==> src/rtl/motion_pkg.sv <==
// Shared constants for the motion search controller: widths, state encoding, default centre.
package motion_pkg;

    localparam int unsigned OFS_W = 6;
    localparam int unsigned SUM_W = 16;
    localparam int unsigned TMO_W = 16;

    localparam logic [OFS_W-1:0] DEF_CENTER = 6'd32;
    localparam logic [SUM_W-1:0] SUM_MAX    = 16'hFFFF;

    localparam logic [1:0] ST_IDLE = 2'd0;
    localparam logic [1:0] ST_RUN  = 2'd1;
    localparam logic [1:0] ST_GAP  = 2'd2;

endpackage

==> src/rtl/motion_search_ctrl_scanner.sv <==
// Raster x/y offset counter (x inner, y outer) with a last-point flag.
module offset_scanner
    import motion_pkg::*;
#(
    parameter int unsigned      X_MIN   = 16,
    parameter int unsigned      X_MAX   = 48,
    parameter int unsigned      Y_MIN   = 16,
    parameter int unsigned      Y_MAX   = 48,
    parameter logic [OFS_W-1:0] RST_VAL = DEF_CENTER
) (
    input  logic             clk,
    input  logic             reset,
    input  logic             init,
    input  logic             advance,
    output logic [OFS_W-1:0] x,
    output logic [OFS_W-1:0] y,
    output logic             last_c
);

    // Offset registers: load window origin on init, step in raster order on advance.
    always_ff @(posedge clk) begin
        if (reset) begin
            x <= RST_VAL;
            y <= RST_VAL;
        end else if (init) begin
            x <= OFS_W'(X_MIN);
            y <= OFS_W'(Y_MIN);
        end else if (advance) begin
            if (x == OFS_W'(X_MAX)) begin
                x <= OFS_W'(X_MIN);
                y <= y + OFS_W'(1);
            end else begin
                x <= x + OFS_W'(1);
            end
        end
    end

    assign last_c = (x == OFS_W'(X_MAX)) && (y == OFS_W'(Y_MAX));

endmodule

==> src/rtl/motion_search_ctrl.sv <==
// Sweeps an offset window through the correlator and keeps the minimum-sum offset.
module motion_search_ctrl
    import motion_pkg::*;
#(
    parameter int unsigned      X_MIN   = 16,
    parameter int unsigned      X_MAX   = 48,
    parameter int unsigned      Y_MIN   = 16,
    parameter int unsigned      Y_MAX   = 48,
    parameter logic [OFS_W-1:0] CENTER  = DEF_CENTER,
    parameter logic [TMO_W-1:0] TIMEOUT = 16'd4095
) (
    input  logic             clk,
    input  logic             reset,
    input  logic             start,
    input  logic             abort,
    input  logic             frame_sel_in,
    output logic             core_go,
    output logic [OFS_W-1:0] core_x_offset,
    output logic [OFS_W-1:0] core_y_offset,
    output logic             core_frame_sel,
    input  logic [SUM_W-1:0] core_corr_sum,
    input  logic             core_done,
    output logic             busy,
    output logic             search_done,
    output logic             result_valid,
    output logic [OFS_W-1:0] best_x_offset,
    output logic [OFS_W-1:0] best_y_offset,
    output logic [OFS_W-1:0] best_dx,
    output logic [OFS_W-1:0] best_dy,
    output logic [SUM_W-1:0] best_sum,
    output logic             timeout_err
);

    logic [1:0]       state, state_nxt;
    logic [TMO_W-1:0] tmo_cnt, tmo_cnt_nxt;
    logic             go_nxt, frame_sel_nxt, busy_nxt, done_nxt, valid_nxt, tmo_err_nxt;
    logic [OFS_W-1:0] best_x_nxt, best_y_nxt, best_dx_nxt, best_dy_nxt;
    logic [SUM_W-1:0] best_sum_nxt;
    logic             scan_init, scan_adv, scan_last;

    offset_scanner #(
        .X_MIN   (X_MIN),
        .X_MAX   (X_MAX),
        .Y_MIN   (Y_MIN),
        .Y_MAX   (Y_MAX),
        .RST_VAL (CENTER)
    ) u_scanner (
        .clk     (clk),
        .reset   (reset),
        .init    (scan_init),
        .advance (scan_adv),
        .x       (core_x_offset),
        .y       (core_y_offset),
        .last_c  (scan_last)
    );

    // State and registered outputs.
    always_ff @(posedge clk) begin
        if (reset) begin
            state          <= ST_IDLE;
            tmo_cnt        <= '0;
            core_go        <= 1'b0;
            core_frame_sel <= 1'b0;
            busy           <= 1'b0;
            search_done    <= 1'b0;
            result_valid   <= 1'b0;
            timeout_err    <= 1'b0;
            best_x_offset  <= '0;
            best_y_offset  <= '0;
            best_dx        <= '0;
            best_dy        <= '0;
            best_sum       <= '0;
        end else begin
            state          <= state_nxt;
            tmo_cnt        <= tmo_cnt_nxt;
            core_go        <= go_nxt;
            core_frame_sel <= frame_sel_nxt;
            busy           <= busy_nxt;
            search_done    <= done_nxt;
            result_valid   <= valid_nxt;
            timeout_err    <= tmo_err_nxt;
            best_x_offset  <= best_x_nxt;
            best_y_offset  <= best_y_nxt;
            best_dx        <= best_dx_nxt;
            best_dy        <= best_dy_nxt;
            best_sum       <= best_sum_nxt;
        end
    end

    // Next-state and next-output logic; abort has priority over core_done.
    always_comb begin
        state_nxt     = state;
        tmo_cnt_nxt   = tmo_cnt;
        go_nxt        = core_go;
        frame_sel_nxt = core_frame_sel;
        busy_nxt      = busy;
        done_nxt      = 1'b0;
        valid_nxt     = result_valid;
        tmo_err_nxt   = timeout_err;
        best_x_nxt    = best_x_offset;
        best_y_nxt    = best_y_offset;
        best_dx_nxt   = best_dx;
        best_dy_nxt   = best_dy;
        best_sum_nxt  = best_sum;
        scan_init     = 1'b0;
        scan_adv      = 1'b0;

        case (state)
            ST_IDLE: begin
                go_nxt   = 1'b0;
                busy_nxt = 1'b0;
                if (start) begin
                    frame_sel_nxt = frame_sel_in;
                    scan_init     = 1'b1;
                    best_sum_nxt  = SUM_MAX;
                    best_x_nxt    = OFS_W'(X_MIN);
                    best_y_nxt    = OFS_W'(Y_MIN);
                    best_dx_nxt   = OFS_W'(X_MIN) - CENTER;
                    best_dy_nxt   = OFS_W'(Y_MIN) - CENTER;
                    valid_nxt     = 1'b0;
                    tmo_err_nxt   = 1'b0;
                    tmo_cnt_nxt   = '0;
                    go_nxt        = 1'b1;
                    busy_nxt      = 1'b1;
                    state_nxt     = ST_RUN;
                end
            end
            ST_RUN: begin
                if (abort) begin
                    go_nxt    = 1'b0;
                    busy_nxt  = 1'b0;
                    valid_nxt = 1'b0;
                    state_nxt = ST_IDLE;
                end else if (core_done) begin
                    if (core_corr_sum < best_sum) begin
                        best_sum_nxt = core_corr_sum;
                        best_x_nxt   = core_x_offset;
                        best_y_nxt   = core_y_offset;
                        best_dx_nxt  = core_x_offset - CENTER;
                        best_dy_nxt  = core_y_offset - CENTER;
                    end
                    go_nxt    = 1'b0;
                    state_nxt = ST_GAP;
                end else if (tmo_cnt + TMO_W'(1) == TIMEOUT) begin
                    go_nxt      = 1'b0;
                    busy_nxt    = 1'b0;
                    tmo_err_nxt = 1'b1;
                    done_nxt    = 1'b1;
                    state_nxt   = ST_IDLE;
                end else begin
                    tmo_cnt_nxt = tmo_cnt + TMO_W'(1);
                end
            end
            ST_GAP: begin
                if (abort) begin
                    go_nxt    = 1'b0;
                    busy_nxt  = 1'b0;
                    valid_nxt = 1'b0;
                    state_nxt = ST_IDLE;
                end else if (scan_last) begin
                    busy_nxt  = 1'b0;
                    done_nxt  = 1'b1;
                    valid_nxt = 1'b1;
                    state_nxt = ST_IDLE;
                end else begin
                    scan_adv    = 1'b1;
                    tmo_cnt_nxt = '0;
                    go_nxt      = 1'b1;
                    state_nxt   = ST_RUN;
                end
            end
            default: begin
                go_nxt    = 1'b0;
                busy_nxt  = 1'b0;
                state_nxt = ST_IDLE;
            end
        endcase
    end

endmodule

==> config.mk <==
export PLATFORM = sky130hd
export DESIGN_NAME = motion_search_ctrl
export DESIGN_NICKNAME = d
export VERILOG_FILES = /design/src/rtl/motion_pkg.sv /design/src/rtl/motion_search_ctrl_scanner.sv /design/src/rtl/motion_search_ctrl.sv
export SDC_FILE = /design/constraint.sdc
export NUM_CORES = 1
export LEC_CHECK = 0
export BUFFER_PORTS_ARGS = -buffer_cell sky130_fd_sc_hd__buf_2
export CORE_MARGIN = 3
export CORE_UTILIZATION = 55
export CTS_CLUSTER_DIAMETER = 200
export DETAILED_ROUTE_END_ITERATION = 8
export PLACE_DENSITY = 0.82
export REMOVE_ABC_BUFFERS = 1
export SYNTH_ARGS = -nofsm -noshare
export SYNTH_HDL_FRONTEND = slang
export SYNTH_SLANG_ARGS = --single-unit
export TNS_END_PERCENT = 5
==> constraint.sdc <==
create_clock -name clk -period 3.2 [get_ports clk]
set_input_delay 0.16 -clock clk [delete_from_list [all_inputs] [get_ports clk]]
set_output_delay 0.16 -clock clk [all_outputs]
set_load 0.02 [all_outputs]
==> results.json <==
{
  "outcome": "finished clean",
  "period_share_pct": 80.3,
  "gp_congestion": 0.901,
  "start_util_pct": 57.4,
  "synth.cell_area_um2": 3970,
  "hold_buffers": 0,
  "cts.sinks": 66,
  "grt_pass1_vias": 3693,
  "synth-async-reset-ratio_pct": 0,
  "postCtsResizedCells": 0,
  "skew_ns": 0.00971,
  "synth_top_area_share_pct": 33.3,
  "coreArea_um2": 6910,
  "yosysWarnings": 0,
  "synthTopCellsByArea": "dfxtp_1, ha_1, a21oi_1, nand2_1, nor3_1",
  "fin_tns_setup_ns": 0,
  "die_area_um2": 8260,
  "vias": 3812,
  "rows": 30,
  "root_buffer": "clkbuf_8",
  "post_cts_buffers": 0,
  "drv_slew": 0,
  "track_usage_pct": 24.5,
  "arrival_ns": 2.87,
  "synth_edf_count": 0,
  "grt_max_degree": 40,
  "place_ws_ns": 0.665,
  "clkSlewWorstSetupHoldPaths_ns": 0.08,
  "min_path_type": "primary input to flip-flop",
  "syn2layout_area_growth_pct": 14.7,
  "worstHoldStart": "frame_sel_in",
  "layout.nets": 601,
  "yosysUniqueCellTypes": 66,
  "endpoint_kind": "flip-flop",
  "hold_violations": 0,
  "final_cell_mix": "buf_2, dfxtp_1, nand2_1, inv_1, a21oi_1",
  "cts_made_buffers": 9,
  "critPathKind": "flip-flop to flip-flop",
  "vias_per_cell": 5.82,
  "num_io_pins": 80,
  "cp.required_ns": 3.50,
  "overflow": 0,
  "drive_above_1_share_pct": 21.6,
  "worstMarginPinSlew_ns": 0.873,
  "ant_nets": 0,
  "drc": 0,
  "max-vdd-ir-drop_mv": 0.289,
  "cp-start-kind": "flip-flop",
  "grt_pass1_wl_um": 16900,
  "finalSetupViolCount": 0,
  "rrSetupSlack_ns": 0.63,
  "cts_tree": "built",
  "cp-startpoint": "tmo_cnt[8]",
  "clk_path_buf_depth": 2,
  "timing.fmax_ghz": 0.389,
  "max_cap_violations": 0,
  "fin_area_um2": 4550,
  "clock_latency_ns": 0.35,
  "ys_seq_area_share_pct": 33.3,
  "rsz0062_at_grt": "no",
  "io_buffers": 79,
  "worstReg2RegStart": "tmo_cnt[8]",
  "diodes": 0,
  "die_y_um": 90.9,
  "placed_cell_area_um2": 4350,
  "critPathMaxFanout": 17,
  "slew_headroom_pct": 40.3,
  "fill_cells": 616,
  "period_minus_slack_ns": 2.57,
  "syn-instance-count": 501,
  "p_leak_nw": 1.91,
  "synth_ff_type": "dfxtp_1",
  "dr.pass1.iters": 4,
  "fin_ws_ns": 0.630,
  "powerDensity_nw_per_um2": 486,
  "final_common_cell": "buf_2",
  "synth_area_leader_cell": "dfxtp_1",
  "synth-seq-cells": 66,
  "wl_per_cell_um": 15.0,
  "avgSynthCellArea_um2": 7.91,
  "wirelength_um": 9810,
  "dp.final_hpwl_um": 6920,
  "grt_antenna_before_repair": 0,
  "drt_iter0_markers": 217,
  "htreeDepth": 3,
  "die_width_um": 90.9
}
## metrics by stage
step / hold slack (ns) / std cells / total power (W) / util, %
detailed placement: 0.414 / 639 / 0.00150 / 62.9
floorplan: 0.229 / 455 / 0.00129 / -
global route: 0.0735 / 655 / 0.00233 / 65.8
CTS: 0.0421 / 655 / 0.00222 / 65.8
global placement: 0.408 / 639 / 0.00148 / 62.9
finish: 0.0502 / 655 / 0.00221 / 65.8
## kinds of logic after synthesis
logic type | count (synthesis) | share of synthesized area [%]
muxes | 5 | 1.29
xor gates and xnor gates | 7 | 1.55
DFF | 66 | 33.3
and+or+nand+nor | 193 | 25.4
AOI/OAI and AO/OA | 121 | 20.9
adders and majority gates | 25 | 7.89
buffers and inverters | 84 | 9.62
## cell usage after synthesis, types with 9 or more instances
library cell  count
and3_1           11
buf_2            12
o21ai_0          19
a311oi_1          9
nor2b_1          11
nand2_1          44
nor3_1           31
o21a_1           10
inv_1            37
a21oi_1          34
nand3_1          25
a211oi_1         16
ha_1             25
dfxtp_1          66
nor2_1           30
buf_4            11
clkbuf_1         19
## registers in the layout, indices dropped and copies added (netlist names)
signal          cells
best_sum           16
tmo_cnt            16
best_x_offset       6
best_y_offset       6
u_scanner.x         6
u_scanner.y         6
state               2
best_dx             1
best_dy             1
busy                1
core_frame_sel      1
core_go             1
result_valid        1
search_done         1
timeout_err         1
## critical path, cell delays in order, from the launching register on
cell and delay (ns):
dfxtp_1 0.49, nand4_1 0.20, or4b_1 0.63, xnor2_1 0.17, a2111o_2 0.61, nor3_1 0.25
o211a_1 0.16
## area by class of cell
type,count,area [um^2],area share [%]
clock buffer,9,124,2.72
clock inverter,7,77.6,1.71
tap,96,120,2.64
sequential,66,1320,29.1
timing repair buffer,88,488,10.7
multi-input combinational,351,2270,50.0
inverter,38,143,3.14
## metal layers
| metal | wire length, um | part of all wire [%] | up-vias | track usage, % |
|---|---|---|---|---|
| li1 | - | - | 1888 | - |
| met1 | 4330 | 44 | 1792 | 30.4 |
| met2 | 4760 | 49 | 111 | 41.8 |
| met3 | 547 | 5.6 | 21 | 5.67 |
| met4 | 176 | 1.8 | 0 | 8.42 |
| met5 | 0 | 0 | - | 0 |
## report_power, final
| group | leakage (nW) | total, W | switching (W) | internal [W] |
|---|---|---|---|---|
| clock | 0.0885 | 0.000727 | 0.000362 | 0.000365 |
| sequential | 0.539 | 0.000930 | 0.0000523 | 0.000878 |
| combinational | 1.29 | 0.000554 | 0.000360 | 0.000194 |
| total | 1.91 | 0.00221 | 0.000774 | 0.00144 |
## path summary, 6_finish.rpt
kind / end / cells after the start
max: timeout_err / 6
min: core_frame_sel / 3
min reg2reg: core_frame_sel / 2
max reg2reg: timeout_err / 6
(Power assumes the default switching activity.)
